[src/rtl/vga_timing_pkg.sv]
// Shared timing constants and helpers for the VGA raster timing generator.
// Defaults describe standard 640x480@60 with a 2:1 pixel clock divide.
package vga_timing_pkg;

  localparam int DEF_H_ACTIVE = 640;
  localparam int DEF_H_FP     = 16;
  localparam int DEF_H_SYNC   = 96;
  localparam int DEF_H_BP     = 48;
  localparam int DEF_V_ACTIVE = 480;
  localparam int DEF_V_FP     = 10;
  localparam int DEF_V_SYNC   = 2;
  localparam int DEF_V_BP     = 33;
  localparam int DEF_CLK_DIV  = 2;
  localparam int DEF_CNT_W    = 10;
  localparam int DEF_ADDR_W   = 19;

  // Registered per-pixel flags that travel together with hcount/vcount.
  typedef struct packed {
    logic pixel_strobe;
    logic line_start;
    logic frame_start;
    logic active;
    logic hsync;
    logic vsync;
  } vga_flags_t;

  // Total pixels per line from its four regions.
  function automatic int h_total(int active, int fp, int sync, int bp);
    return active + fp + sync + bp;
  endfunction

  // Total lines per frame from its four regions.
  function automatic int v_total(int active, int fp, int sync, int bp);
    return active + fp + sync + bp;
  endfunction

  // Number of bits needed to hold values 0..max_val (at least one bit).
  function automatic int bits_for(int max_val);
    if (max_val <= 1) begin
      return 1;
    end
    return $clog2(max_val + 1);
  endfunction

endpackage

[src/rtl/vga_timing_gen_if.sv]
// Raster timing bundle between the timing generator and the pixel
// fetch / output stage. The generator is the master; the consumer drives
// only the run/freeze enable.
interface vga_timing_gen_if #(
  parameter int CNT_W  = 10,
  parameter int ADDR_W = 19
);

  logic              enable;
  logic              pixel_strobe;
  logic [CNT_W-1:0]  hcount;
  logic [CNT_W-1:0]  vcount;
  logic              hsync;
  logic              vsync;
  logic              active;
  logic              line_start;
  logic              frame_start;
  logic [ADDR_W-1:0] addr;

  modport master (
    input  enable,
    output pixel_strobe, hcount, vcount, hsync, vsync,
    output active, line_start, frame_start, addr
  );

  modport slave (
    output enable,
    input  pixel_strobe, hcount, vcount, hsync, vsync,
    input  active, line_start, frame_start, addr
  );

endinterface

[src/rtl/vga_timing_gen_pixel_strobe_gen.sv]
// Pixel clock divider: counts clk cycles while enabled and raises a
// combinational advance pulse on the last cycle of each pixel period.
// The phase is frozen while enable is low so a paused raster resumes
// exactly where it stopped.
module pixel_strobe_gen
  import vga_timing_pkg::*;
#(
  parameter int CLK_DIV = DEF_CLK_DIV
) (
  input  logic clk,
  input  logic n_rst,
  input  logic enable,
  output logic advance
);

  localparam int DIV_W = bits_for(CLK_DIV - 1);
  localparam logic [DIV_W-1:0] DIV_LAST = DIV_W'(CLK_DIV - 1);

  logic [DIV_W-1:0] div_cnt;

  // Divider phase: wraps at CLK_DIV-1, holds while disabled.
  always_ff @(posedge clk or negedge n_rst) begin
    if (!n_rst) begin
      div_cnt <= '0;
    end else if (enable) begin
      if (div_cnt == DIV_LAST) begin
        div_cnt <= '0;
      end else begin
        div_cnt <= div_cnt + DIV_W'(1);
      end
    end
  end

  assign advance = enable && (div_cnt == DIV_LAST);

endmodule

[src/rtl/vga_timing_gen.sv]
// Parametrised VGA raster timing generator.
// Optional feature macro: VGA_TIMING_ADDR_EN enables the linear framebuffer
// address counter; without it the addr output is tied to zero.
// All outputs are registered and decoded from the next-count values so that
// sync, blanking, markers and address line up with hcount/vcount.
module vga_timing_gen
  import vga_timing_pkg::*;
#(
  parameter int H_ACTIVE  = DEF_H_ACTIVE,
  parameter int H_FP      = DEF_H_FP,
  parameter int H_SYNC    = DEF_H_SYNC,
  parameter int H_BP      = DEF_H_BP,
  parameter int V_ACTIVE  = DEF_V_ACTIVE,
  parameter int V_FP      = DEF_V_FP,
  parameter int V_SYNC    = DEF_V_SYNC,
  parameter int V_BP      = DEF_V_BP,
  parameter int CLK_DIV   = DEF_CLK_DIV,
  parameter bit HSYNC_POL = 1'b0,
  parameter bit VSYNC_POL = 1'b0,
  parameter int CNT_W     = DEF_CNT_W,
  parameter int ADDR_W    = DEF_ADDR_W
) (
  input  logic clk,
  input  logic n_rst,
  vga_timing_gen_if.master vga
);

  localparam int H_TOTAL = h_total(H_ACTIVE, H_FP, H_SYNC, H_BP);
  localparam int V_TOTAL = v_total(V_ACTIVE, V_FP, V_SYNC, V_BP);

  localparam logic [CNT_W-1:0] H_LAST     = CNT_W'(H_TOTAL - 1);
  localparam logic [CNT_W-1:0] V_LAST     = CNT_W'(V_TOTAL - 1);
  localparam logic [CNT_W-1:0] H_VIS      = CNT_W'(H_ACTIVE);
  localparam logic [CNT_W-1:0] V_VIS      = CNT_W'(V_ACTIVE);
  localparam logic [CNT_W-1:0] HS_START   = CNT_W'(H_ACTIVE + H_FP);
  localparam logic [CNT_W-1:0] HS_END     = CNT_W'(H_ACTIVE + H_FP + H_SYNC);
  localparam logic [CNT_W-1:0] VS_START   = CNT_W'(V_ACTIVE + V_FP);
  localparam logic [CNT_W-1:0] VS_END     = CNT_W'(V_ACTIVE + V_FP + V_SYNC);

  // Reset parks the raster on the last back-porch pixel of the frame so the
  // first advance lands on (0,0).
  localparam vga_flags_t FLAGS_RST = '{
    pixel_strobe: 1'b0,
    line_start:   1'b0,
    frame_start:  1'b0,
    active:       1'b0,
    hsync:        ~HSYNC_POL,
    vsync:        ~VSYNC_POL
  };

  // Reject configurations whose counters or address cannot be represented.
  if (bits_for(H_TOTAL - 1) > CNT_W) begin : g_err_hcnt_w
    $error("vga_timing_gen: CNT_W too narrow for H_TOTAL-1");
  end
  if (bits_for(V_TOTAL - 1) > CNT_W) begin : g_err_vcnt_w
    $error("vga_timing_gen: CNT_W too narrow for V_TOTAL-1");
  end
  if (bits_for(H_ACTIVE * V_ACTIVE - 1) > ADDR_W) begin : g_err_addr_w
    $error("vga_timing_gen: ADDR_W too narrow for H_ACTIVE*V_ACTIVE-1");
  end
  if (H_FP < 1 || H_SYNC < 1 || H_BP < 1 || V_FP < 1 || V_SYNC < 1 ||
      V_BP < 1 || CLK_DIV < 1) begin : g_err_regions
    $error("vga_timing_gen: porches, sync widths and CLK_DIV must be >= 1");
  end

  logic             advance;
  logic [CNT_W-1:0] hcount_q;
  logic [CNT_W-1:0] vcount_q;
  vga_flags_t       flags_q;

  logic [CNT_W-1:0] h_next;
  logic [CNT_W-1:0] v_next;
  logic             h_wrap;
  logic             origin_next;
  logic             active_next;
  logic             hsync_next;
  logic             vsync_next;

  pixel_strobe_gen #(
    .CLK_DIV (CLK_DIV)
  ) u_strobe (
    .clk     (clk),
    .n_rst   (n_rst),
    .enable  (vga.enable),
    .advance (advance)
  );

  // Next raster position and the levels that describe it.
  always_comb begin
    h_wrap      = (hcount_q == H_LAST);
    h_next      = h_wrap ? '0 : hcount_q + CNT_W'(1);
    v_next      = vcount_q;
    if (h_wrap) begin
      v_next = (vcount_q == V_LAST) ? '0 : vcount_q + CNT_W'(1);
    end
    origin_next = (h_next == '0) && (v_next == '0);
    active_next = (h_next < H_VIS) && (v_next < V_VIS);
    hsync_next  = ((h_next >= HS_START) && (h_next < HS_END)) ? HSYNC_POL : ~HSYNC_POL;
    vsync_next  = ((v_next >= VS_START) && (v_next < VS_END)) ? VSYNC_POL : ~VSYNC_POL;
  end

  // Position and flag registers; pulses only on advance, levels hold otherwise.
  always_ff @(posedge clk or negedge n_rst) begin
    if (!n_rst) begin
      hcount_q <= H_LAST;
      vcount_q <= V_LAST;
      flags_q  <= FLAGS_RST;
    end else begin
      flags_q.pixel_strobe <= advance;
      flags_q.line_start   <= advance && (h_next == '0);
      flags_q.frame_start  <= advance && origin_next;
      if (advance) begin
        hcount_q       <= h_next;
        vcount_q       <= v_next;
        flags_q.active <= active_next;
        flags_q.hsync  <= hsync_next;
        flags_q.vsync  <= vsync_next;
      end
    end
  end

`ifdef VGA_TIMING_ADDR_EN
  logic [ADDR_W-1:0] addr_q;

  // Linear address: restarts at the frame origin, steps into each active
  // pixel after it, and holds through blanking.
  always_ff @(posedge clk or negedge n_rst) begin
    if (!n_rst) begin
      addr_q <= '0;
    end else if (advance) begin
      if (origin_next) begin
        addr_q <= '0;
      end else if (active_next) begin
        addr_q <= addr_q + ADDR_W'(1);
      end
    end
  end

  assign vga.addr = addr_q;
`else
  assign vga.addr = '0;
`endif

  assign vga.pixel_strobe = flags_q.pixel_strobe;
  assign vga.line_start   = flags_q.line_start;
  assign vga.frame_start  = flags_q.frame_start;
  assign vga.active       = flags_q.active;
  assign vga.hsync        = flags_q.hsync;
  assign vga.vsync        = flags_q.vsync;
  assign vga.hcount       = hcount_q;
  assign vga.vcount       = vcount_q;

endmodule
[src/flat_wrapper.sv]
// flat-port wrapper written by rule: the top's interface ports become plain ports
module vga_timing_gen_flat import vga_timing_pkg::*;
#(
  parameter int H_ACTIVE  = DEF_H_ACTIVE,
  parameter int H_FP      = DEF_H_FP,
  parameter int H_SYNC    = DEF_H_SYNC,
  parameter int H_BP      = DEF_H_BP,
  parameter int V_ACTIVE  = DEF_V_ACTIVE,
  parameter int V_FP      = DEF_V_FP,
  parameter int V_SYNC    = DEF_V_SYNC,
  parameter int V_BP      = DEF_V_BP,
  parameter int CLK_DIV   = DEF_CLK_DIV,
  parameter bit HSYNC_POL = 1'b0,
  parameter bit VSYNC_POL = 1'b0,
  parameter int CNT_W     = DEF_CNT_W,
  parameter int ADDR_W    = DEF_ADDR_W
)
  (clk, n_rst, vga_enable, vga_pixel_strobe, vga_hcount, vga_vcount, vga_hsync, vga_vsync, vga_active, vga_line_start, vga_frame_start, vga_addr);
  vga_timing_gen_if #(.CNT_W(CNT_W), .ADDR_W(ADDR_W)) vga_i ();
  input  logic clk;
  input  logic n_rst;
  input wire logic [$bits(vga_i.enable)-1:0] vga_enable;
  output wire logic [$bits(vga_i.pixel_strobe)-1:0] vga_pixel_strobe;
  output wire logic [$bits(vga_i.hcount)-1:0] vga_hcount;
  output wire logic [$bits(vga_i.vcount)-1:0] vga_vcount;
  output wire logic [$bits(vga_i.hsync)-1:0] vga_hsync;
  output wire logic [$bits(vga_i.vsync)-1:0] vga_vsync;
  output wire logic [$bits(vga_i.active)-1:0] vga_active;
  output wire logic [$bits(vga_i.line_start)-1:0] vga_line_start;
  output wire logic [$bits(vga_i.frame_start)-1:0] vga_frame_start;
  output wire logic [$bits(vga_i.addr)-1:0] vga_addr;
  assign vga_i.enable = vga_enable;
  assign vga_pixel_strobe = vga_i.pixel_strobe;
  assign vga_hcount = vga_i.hcount;
  assign vga_vcount = vga_i.vcount;
  assign vga_hsync = vga_i.hsync;
  assign vga_vsync = vga_i.vsync;
  assign vga_active = vga_i.active;
  assign vga_line_start = vga_i.line_start;
  assign vga_frame_start = vga_i.frame_start;
  assign vga_addr = vga_i.addr;
  vga_timing_gen #(.H_ACTIVE(H_ACTIVE), .H_FP(H_FP), .H_SYNC(H_SYNC), .H_BP(H_BP), .V_ACTIVE(V_ACTIVE), .V_FP(V_FP), .V_SYNC(V_SYNC), .V_BP(V_BP), .CLK_DIV(CLK_DIV), .HSYNC_POL(HSYNC_POL), .VSYNC_POL(VSYNC_POL), .CNT_W(CNT_W), .ADDR_W(ADDR_W)) u_core (.clk(clk), .n_rst(n_rst), .vga(vga_i));
endmodule
[config.mk]
export PLATFORM = sky130hd
export DESIGN_NAME = vga_timing_gen_flat
export DESIGN_NICKNAME = d
export VERILOG_FILES = /design/src/rtl/vga_timing_pkg.sv /design/src/rtl/vga_timing_gen_if.sv /design/src/rtl/vga_timing_gen_pixel_strobe_gen.sv /design/src/rtl/vga_timing_gen.sv /design/src/flat_wrapper.sv
export SDC_FILE = /design/constraint.sdc
export NUM_CORES = 1
export LEC_CHECK = 0
export CAP_MARGIN = 20
export CORE_ASPECT_RATIO = 2
export CORE_MARGIN = 1
export CORE_UTILIZATION = 35
export CTS_CLUSTER_SIZE = 8
export DETAILED_ROUTE_END_ITERATION = 7
export MAX_ROUTING_LAYER = met4
export SETUP_SLACK_MARGIN = 0.05
export SLEW_MARGIN = 5
export SYNTH_ARGS = -nofsm -noshare
export SYNTH_HDL_FRONTEND = slang
export SYNTH_HIERARCHICAL = 1
export SYNTH_SLANG_ARGS = --single-unit
[constraint.sdc]
create_clock -name clk -period 2.8 [get_ports clk]
set_input_delay 0.28 -clock clk [delete_from_list [all_inputs] [get_ports clk]]
set_output_delay 0.28 -clock clk [all_outputs]
set_load 0.02 [all_outputs]
==> impl_metrics.tcl <==
set metrics [dict create \
    outcome "completed" \
    setup-tns-final_ns 0 \
    post-route-drc-count 0 \
    route.final.wire_length_mm 5.26 \
    synth-seq-area-share_pct 33.3 \
    vias 1760 \
    htree_levels 1 \
    first_pass_grt_wire_length_mm 8.59 \
    cts-buffers-inserted 3 \
    setup.worst_path.start_class "register" \
    fin_util_pct 41.9 \
    clock_sinks 27 \
    placed_area_sq_um 2310 \
    final_clock_period_utilization_by_the_worst_path_pct 90.4 \
    synthDominantAreaCellType "sky130_fd_sc_hd__dfrtp_1" \
    sequential_cell_area_sq_um 691 \
    hold_class "primary input to asynchronous set/reset pin" \
    synth_area_sq_um 2070 \
    synth_enable_flop_cells 0 \
    route.detailed.vias_per_inst 5.66 \
    die_width_um 56.4 \
    ant_nets 0 \
    drt-pass1-iter-count 4 \
    power.density_nw_per_um2 595 \
    yosys-top-cells-area "sky130_fd_sc_hd__dfrtp_1 (18%), sky130_fd_sc_hd__dfstp_2 (15%), sky130_fd_sc_hd__buf_4 (6.9%)" \
    worst_setup_sp "u_core/vga.hcount[0]" \
    post_synth_num_cell_types 63 \
    grtUsageMet3_pct 0.817 \
    ports 48 \
    postLayoutCellArea_sq_um 2390 \
    finalHoldViolations 0 \
    routabilityCongestion 0.935 \
    r2r.worst_path.cells 8 \
    routed_wire_length_per_instance_um 16.9 \
    pre_cts_ws_ns 0.355 \
    leakage_power_uw 0.000940 \
    cts_setup_buffers 0 \
    grt_antenna_before_repair 0 \
    grt_remaining_overflow 0 \
    nets 258 \
    cts_tree "yes" \
    grt_setup_unrepaired "false" \
    die-area_sq_um 6250 \
    cts.repair.resized 0 \
    timing.critical_path.fanout_max 8 \
    grt.met2_usage_pct 34.8 \
    synthArstFlopShare_pct 100 \
    timing_worst_setup_path_type "register to register" \
    final.fill_count 612 \
    totalPowerFinal_uw 1420 \
    worst_skew_pair.late_latency_ns 0.27 \
    setup_slack_after_layout_ns 0.269 \
    maximum_ir_drop_on_the_vdd_rail_mv 0.390 \
    final_max_slew_viol_count 0 \
    drt_iter0_markers 56 \
    period_minus_slack_ns 2.53 \
    clock_tree_buf_depth 2 \
    synth_top_area_share_pct 18.1 \
    postCtsHoldBufs 0 \
    worst-endpoint-arrival_ns 2.67 \
    crit-reg2reg-launch "u_core/vga.hcount[0]" \
    dp_hpwl_mm 4.00 \
    postSynthAreaPerCell_sq_um 9.09 \
    syn_to_final_growth_pct 15.4 \
    multi_input_area_sq_um 1200 \
    antenna_cells_inserted 0 \
    start_util_pct 36.3 \
    yosysWarningCount 6 \
    row_count 39 \
    post_synth_inst_count 228 \
    ys_top_cells_by_count "sky130_fd_sc_hd__buf_4 (19), sky130_fd_sc_hd__nor2_1 (19), sky130_fd_sc_hd__dfrtp_1 (15), sky130_fd_sc_hd__nand2_1 (14), sky130_fd_sc_hd__dfstp_2 (12)" \
    pin_count_of_the_biggest_net_entering_global_routing 28 \
    chipHeight_um 111 \
    core-area_sq_um 5710 \
    critPathCaptureType "register" \
    clock_skew_ns 0.00534 \
    synth-main-ff-cell "sky130_fd_sc_hd__dfrtp_1" \
    grtUsageMet1_pct 17.7 \
    via_count_of_the_first_global_routing_pass 1744 \
    clkTransAtPathRegs_ns 0.07 \
    drive_gt1_share_pct 16.4 \
    cts_root_buffer "sky130_fd_sc_hd__clkbuf_16" \
    gr-max-usage-layer "met2" \
    setup-violations-final 0 \
    port_buffers 28 \
    ys_seq_elements 27 \
    cp_data_required_time_ns 2.94 \
    maximum_capacitance_violations 0 \
    maxClockFrequency_mhz 395 \
    grt.total_usage_pct 18.3 \
]
## stage by stage
stage | cells | hold slack, ns
6_report | 311 | 0.385
5_1_grt | 311 | 0.453
4_1_cts | 311 | 0.404
3_5_place_dp | 307 | 0.452
3_3_place_gp | 307 | 0.449
2_1_floorplan | 246 | -0.0156
## cell usage in the layout (no fill, tap or decap), types with 3 or more instances in the layout
cell and instances:
sky130_fd_sc_hd__nand3_1 10, sky130_fd_sc_hd__and4_1 3, sky130_fd_sc_hd__xor2_1 5, sky130_fd_sc_hd__clkdlybuf4s50_1 28
sky130_fd_sc_hd__ha_1 4, sky130_fd_sc_hd__dfstp_2 12, sky130_fd_sc_hd__conb_1 19, sky130_fd_sc_hd__and3_1 4
sky130_fd_sc_hd__nor2b_1 3, sky130_fd_sc_hd__nor2_1 19, sky130_fd_sc_hd__buf_4 6, sky130_fd_sc_hd__o21ai_1 6
sky130_fd_sc_hd__o31ai_1 3, sky130_fd_sc_hd__or4_1 3, sky130_fd_sc_hd__nand2_1 14, sky130_fd_sc_hd__nand4_1 10
sky130_fd_sc_hd__mux2_2 3, sky130_fd_sc_hd__and2_1 4, sky130_fd_sc_hd__clkbuf_16 3, sky130_fd_sc_hd__a21oi_1 7
sky130_fd_sc_hd__o21ai_0 7, sky130_fd_sc_hd__dfrtp_1 15, sky130_fd_sc_hd__xnor2_1 9, sky130_fd_sc_hd__inv_1 4
## report_power, final
part | internal (uW) | total [uW] | switching [uW]
Sequential | 481 | 586 | 105
Clock | 195 | 332 | 137
Combinational | 217 | 503 | 286
Total | 894 | 1420 | 528
## worst max-delay path, cell delays in order (launching register included)
cell                      delay [ns]
sky130_fd_sc_hd__dfstp_2        0.60
sky130_fd_sc_hd__ha_1           0.29
sky130_fd_sc_hd__and4_1         0.32
sky130_fd_sc_hd__nand3_1        0.21
sky130_fd_sc_hd__buf_4          0.22
sky130_fd_sc_hd__nor2_1         0.12
sky130_fd_sc_hd__xnor2_1        0.14
sky130_fd_sc_hd__nand3_1        0.11
sky130_fd_sc_hd__nor4_2         0.38
## layer usage
metal | wire (um) | share of wire (%)
met1 | 1870 | 36
met2 | 3060 | 58
met3 | 139 | 2.6
met4 | 188 | 3.6
met5 | 0 | 0
## cell families after synthesis
family          Yosys count  synth area share, %
compound gates           47                 15.8
flops                    27                 33.3
mux                       5                 2.60
buf+inv                  38                 11.8
other cells               1                0.181
simple gates             92                 28.0
xor+xnor                 14                 5.92
fa+ha+maj                 4                 2.42
## cell type report
cell class	count	share of cell area (%)
clock buffers	4	3.30
inverters	4	0.628
multi-input cells	181	50.4
flip-flops and latches	27	28.9
well taps	61	3.19
repair buffers	34	13.6
## flip-flops by register name (all words and copies together) (netlist names)
register,flops
u_core/vga.vcount,10
u_core/vga.hsync,1
u_core/vga.hcount,10
u_core/vga.pixel_strobe,1
u_core/u_strobe/div_cnt,1
u_core/vga.line_start,1
u_core/vga.frame_start,1
u_core/vga.active,1
u_core/vga.vsync,1
## worst paths after layout
check                                           to  slack (ns)
setup / recovery            u_core/vga.frame_start        0.27
hold / removal                u_core/vga.hcount[7]        0.38
setup reg to reg            u_core/vga.frame_start        0.27
hold reg to reg            u_core/u_strobe/div_cnt        0.46
max in group asynchronous     u_core/vga.hcount[3]        2.09
min in group clk           u_core/u_strobe/div_cnt        0.46
Power figures use the tool's default switching activity.
